File: src/rtl/tod_counter.sv
// Time-of-day counter: prescaled one-second ticks drive cascaded sec/min/hrs fields,
// with validated load, tick-driven alarm, day-wrap pulse and a 12/24-hour display view.
module tod_counter #(
   parameter int TICK_DIV = 50000000,
   parameter int SEC_MAX  = 59,
   parameter int MIN_MAX  = 59,
   parameter int HRS_MAX  = 23,
   parameter int CNT_W    = 6
) (
   input  logic             clock,
   input  logic             reset,
   input  logic             io_en,
   input  logic             io_set,
   input  logic [CNT_W-1:0] io_set_sec,
   input  logic [CNT_W-1:0] io_set_min,
   input  logic [CNT_W-1:0] io_set_hrs,
   input  logic             io_alarm_en,
   input  logic [CNT_W-1:0] io_alarm_sec,
   input  logic [CNT_W-1:0] io_alarm_min,
   input  logic [CNT_W-1:0] io_alarm_hrs,
   input  logic             io_mode12,
   output logic [CNT_W-1:0] io_sec,
   output logic [CNT_W-1:0] io_min,
   output logic [CNT_W-1:0] io_hrs,
   output logic [CNT_W-1:0] io_hrs_disp,
   output logic             io_pm,
   output logic             io_tick,
   output logic             io_day_wrap,
   output logic             io_alarm,
   output logic             io_set_err
);

   localparam int               P_W      = (TICK_DIV > 1) ? $clog2(TICK_DIV) : 1;
   localparam logic [P_W-1:0]   P_LAST   = P_W'(TICK_DIV - 1);
   localparam logic [CNT_W-1:0] SEC_LAST = CNT_W'(SEC_MAX);
   localparam logic [CNT_W-1:0] MIN_LAST = CNT_W'(MIN_MAX);
   localparam logic [CNT_W-1:0] HRS_LAST = CNT_W'(HRS_MAX);
   localparam logic [CNT_W-1:0] TWELVE   = CNT_W'(12);

   logic [P_W-1:0]   p;
   logic             set_ok;
   logic             set_bad;
   logic             tick_now;
   logic             sec_wrap;
   logic             min_wrap;
   logic             hrs_wrap;
   logic [CNT_W-1:0] sec_nxt;
   logic [CNT_W-1:0] min_nxt;
   logic [CNT_W-1:0] hrs_nxt;

   // A valid load wins over a coincident tick, so the tick is suppressed here.
   always_comb begin
      set_ok   = io_set && (io_set_sec <= SEC_LAST) && (io_set_min <= MIN_LAST)
                        && (io_set_hrs <= HRS_LAST);
      set_bad  = io_set && !set_ok;
      tick_now = io_en && (p == P_LAST) && !set_ok;
      sec_wrap = (io_sec == SEC_LAST);
      min_wrap = sec_wrap && (io_min == MIN_LAST);
      hrs_wrap = min_wrap && (io_hrs == HRS_LAST);
      sec_nxt  = sec_wrap ? '0 : io_sec + CNT_W'(1);
      min_nxt  = min_wrap ? '0 : (sec_wrap ? io_min + CNT_W'(1) : io_min);
      hrs_nxt  = hrs_wrap ? '0 : (min_wrap ? io_hrs + CNT_W'(1) : io_hrs);
   end

   always_ff @(posedge clock or negedge reset) begin
      if (!reset) begin
         p <= '0;
      end else if (set_ok) begin
         p <= '0;
      end else if (io_en) begin
         p <= (p == P_LAST) ? '0 : p + P_W'(1);
      end
   end

   always_ff @(posedge clock or negedge reset) begin
      if (!reset) begin
         io_sec <= '0;
         io_min <= '0;
         io_hrs <= '0;
      end else if (set_ok) begin
         io_sec <= io_set_sec;
         io_min <= io_set_min;
         io_hrs <= io_set_hrs;
      end else if (tick_now) begin
         io_sec <= sec_nxt;
         io_min <= min_nxt;
         io_hrs <= hrs_nxt;
      end
   end

   // Pulses register on the same edge as the time update they describe.
   always_ff @(posedge clock or negedge reset) begin
      if (!reset) begin
         io_tick     <= 1'b0;
         io_day_wrap <= 1'b0;
         io_alarm    <= 1'b0;
         io_set_err  <= 1'b0;
      end else begin
         io_tick     <= tick_now;
         io_day_wrap <= tick_now && hrs_wrap;
         io_alarm    <= tick_now && io_alarm_en && (sec_nxt == io_alarm_sec)
                        && (min_nxt == io_alarm_min) && (hrs_nxt == io_alarm_hrs);
         io_set_err  <= set_bad;
      end
   end

   always_comb begin
      io_hrs_disp = io_hrs;
      io_pm       = 1'b0;
      if (io_mode12) begin
         if (io_hrs == '0) begin
            io_hrs_disp = TWELVE;
         end else if (io_hrs > TWELVE) begin
            io_hrs_disp = io_hrs - TWELVE;
            io_pm       = 1'b1;
         end else if (io_hrs == TWELVE) begin
            io_pm       = 1'b1;
         end
      end
   end

endmodule

File: config.mk
export PLATFORM = sky130hd
export DESIGN_NAME = tod_counter
export DESIGN_NICKNAME = d
export VERILOG_FILES = /design/src/rtl/tod_counter.sv
export SDC_FILE = /design/constraint.sdc
export NUM_CORES = 1
export LEC_CHECK = 0
export ABC_AREA = 1
export CAP_MARGIN = 40
export CORE_ASPECT_RATIO = 1.1
export CORE_MARGIN = 1
export CORE_UTILIZATION = 36
export DETAILED_ROUTE_END_ITERATION = 10
export GPL_TIMING_DRIVEN = 0
export PLACE_DENSITY = 0.71
export SLEW_MARGIN = 0
export SYNTH_ARGS = -nofsm -noshare
export SYNTH_HDL_FRONTEND = slang
export SYNTH_SLANG_ARGS = --single-unit
File: constraint.sdc
create_clock -name clock -period 1.8 [get_ports clock]
set_clock_uncertainty 0.1 [all_clocks]
set_input_delay 0.27 -clock clock [delete_from_list [all_inputs] [get_ports clock]]
set_output_delay 0.27 -clock clock [all_outputs]
set_load 0.1 [all_outputs]
==> impl_metrics.ini <==
[pwr]
swShare = 0.470
pwr-share-seq = 0.250
power_density_nw_per_um2 = 873
peakVddDrop_mv = 0.472
p_sw_mw = 2.74
power_leakage_nw = 3.12
p_clk_frac = 0.145
combPwrFrac = 0.605
internal_power_mw = 3.09

[worst_setup_path]
path_max_fanout = 6
required_ps = 1960
crit_buf_inv = 3
crit_slowest_cell = dfrtp_2
crit_chain = buf_4, inv_1, nand2_1, nor2_1, nand3_2, buf_4, nand4_1, nand2_1, nor2_1, nand3_1, nor2_1
cp.arrival_ps = 2500
crit_top_cell = nor2_1
crit_path_max_incr_delay_ps = 450
cp_top_family = simple AND/OR/NAND/NOR gates
worstSetupStartpointType = flip-flop
worstSetupPathType = flip-flop to flip-flop
worstSetupEndpointType = flip-flop

[synthesis]
synth_top_area_share = 0.321
synth_area_um2 = 3740
ys_top_cells_by_area = dfrtp_1, nand2_1, inv_1
ys.warnings.count = 0
synthCells = 554
synth.most_common_cell = nand2_1
synth_top_area_cell = dfrtp_1
synth_edf_count = 0
ys_ff_latch = 48
synth-main-ff-cell = dfrtp_1
syn-num-nets = 604
ys_seq_area_frac = 0.321
netlist_top_cells_count = nand2_1, inv_1, nand3_1
synthArstFlopShare = 1.00
syn_avg_cell_area_um2 = 6.76
synth.distinct_cells = 40

[final_layout]
nFillCells = 677
drive_gt1_frac = 0.399
syn2layout_area_growth_pct = 78.1
num_antenna_cells = 0
stdcell_count = 861
nNetsFinal = 790

[cts]
clock_tree.root_cell = clkbuf_8
cts_tree = yes
clk_latency_ps = 330
ctsLongestPathBuffers = 2
cts_made_buffers = 5
htree_levels = 2
clock-sinks = 48
path_clk_slew_ps = 110

[sta]
setup_violations = 45
setup_ws_ps = -544
relSlewSlack = 0.686
timing.setup.tns_ps = -8940
finalHoldViolCount = 0
worstMarginPinSlew_ps = 471
fin_crit_sh = 1.30
min_period_ps = 2340
fin_hold_ws_ps = 174
drv_slew = 0
max_freq_mhz = 427
rsz0062_at_grt = true

[routing]
drt_drc_violations_left = 0
wl_per_cell_um = 18.7
met3WireLength_mm = 1.20
wirelength_met1_mm = 5.67
top_layer_used = met4
vias = 4986
route.met2.wl_mm = 8.16
drt_pre_antenna_iters = 5
vias_per_cell = 5.79
wl_mm = 16.1
drtIter0Drc = 358
ant_nets = 0

[global_routing]
track_usage = 0.271
grt_max_degree = 37
antenna_found_initial = 0
grt_pass1_vias = 4769
grt_first_pass_wirelength_mm = 23.1
globalRouteOverflowTotal = 0

[hold_path]
hold_class = input port to flip-flop

[place]
dpl.cell_count = 773
dpl.hpwl_mm = 9.02
port_buffers = 69
gp_congestion = 0.905

[status]
violations = setup timing
outcome = complete, but fails checks

[floorplan]
initial_core_util = 0.375
core-area_um2 = 9980
row_count = 38
io_pins = 71
die_x_um = 99.2
die-area_um2 = 10800
die_h_um = 109

[job]
drv_cap = 0
path summary, 6_finish.rpt:
kind                                start         to  slack [ps]  cells past startpoint
worst min-delay path                io_en      p[25]         170                      3
worst max register to register  io_hrs[5]   io_alarm        -540                     11
max in group asynchronous           reset  io_hrs[2]         760                      3
min in group asynchronous           reset  io_hrs[0]         270                      2
worst max-delay path            io_hrs[5]   io_alarm        -540                     11
worst min register to register      p[22]      p[22]         440                      2
timing repair:
action | in CTS | in global routing
buffers inserted | 61 | 25
setup endpoints to repair | 68 | 58
gates cloned | 4 | 0
pin swaps | 50 | 34
gates resized for setup | 157 | 75
endpoints found under the hold margin | 12 | 0
hold buffers | 1 | 0
layer usage:
metal,vias up,global-route usage
met4,0,0.144
met3,111,0.0391
met1,2347,0.300
met2,339,0.504
li1,2189,-
met5,-,0
cell type report:
type                            count  area [µm²]  share of cell area
Timing Repair Buffer              180        1960               0.295
Sequential cell                    48        1250               0.187
Clock buffer                        5        68.8              0.0103
Buffer                             10        96.3              0.0144
Inverter                           83         367              0.0550
Multi-Input combinational cell    412        2730               0.410
Clock inverter                      3        42.5             0.00638
Tap cell                          120         150              0.0225
registers in the layout, summed over array words and instances, names as in the netlist:
name and flops:
io_day_wrap 1, io_set_err 1, p 26, io_tick 1, io_hrs 6, io_min 6
io_sec 6, io_alarm 1
worst register-to-register path: cells and delay by family (launching register included):
family                 cells  cell delay (ps)
buffers and inverters      3              640
flip-flops                 1              450
AND/OR/NAND/NOR            8             1070
layout by cell type (no fill, tap or decap), types with 15 or more instances in the layout:
cell,instances
dfrtp_1,27
nor2_1,30
nand2_1,148
clkdlybuf4s50_1,31
buf_12,27
nand4_1,17
dlygate4sd2_1,24
nand3_1,43
nand2_2,15
inv_1,60
nor2_4,16
buf_6,20
buf_4,65
through the flow:
stage	utilization	setup WS (ps)	power [mW]	area, µm²
after detailed placement	0.522	-702	4.19	5210
after CTS	0.626	-420	5.55	6250
after floorplan	-	-1140	3.15	3920
after global placement	0.477	-1420	3.72	4760
after global routing	0.668	-610	6.02	6670
final	0.668	-544	5.82	6670
power by group through the flow:
| stage | Clock [mW] | Combinational (mW) | Sequential (mW) |
|---|---|---|---|
| after global placement | 0 | 2.24 | 1.48 |
| after CTS | 0.838 | 3.27 | 1.44 |
| after global routing | 0.875 | 3.67 | 1.47 |
| after floorplan | 0 | 1.08 | 2.08 |
| after detailed placement | 0 | 2.70 | 1.49 |
| final | 0.841 | 3.52 | 1.46 |
logic make-up (layout without fill, tap and decap cells):
| logic type | after synthesis | count (layout) | share of synthesized area |
|---|---|---|---|
| simple gates | 336 | 336 | 0.421 |
| buf+inv | 94 | 281 | 0.105 |
| compound gates | 56 | 56 | 0.0986 |
| flops | 48 | 48 | 0.321 |
| xor+xnor | 12 | 12 | 0.0281 |
| fa+ha+maj | 8 | 8 | 0.0267 |
Power figures use the tool's default switching activity.
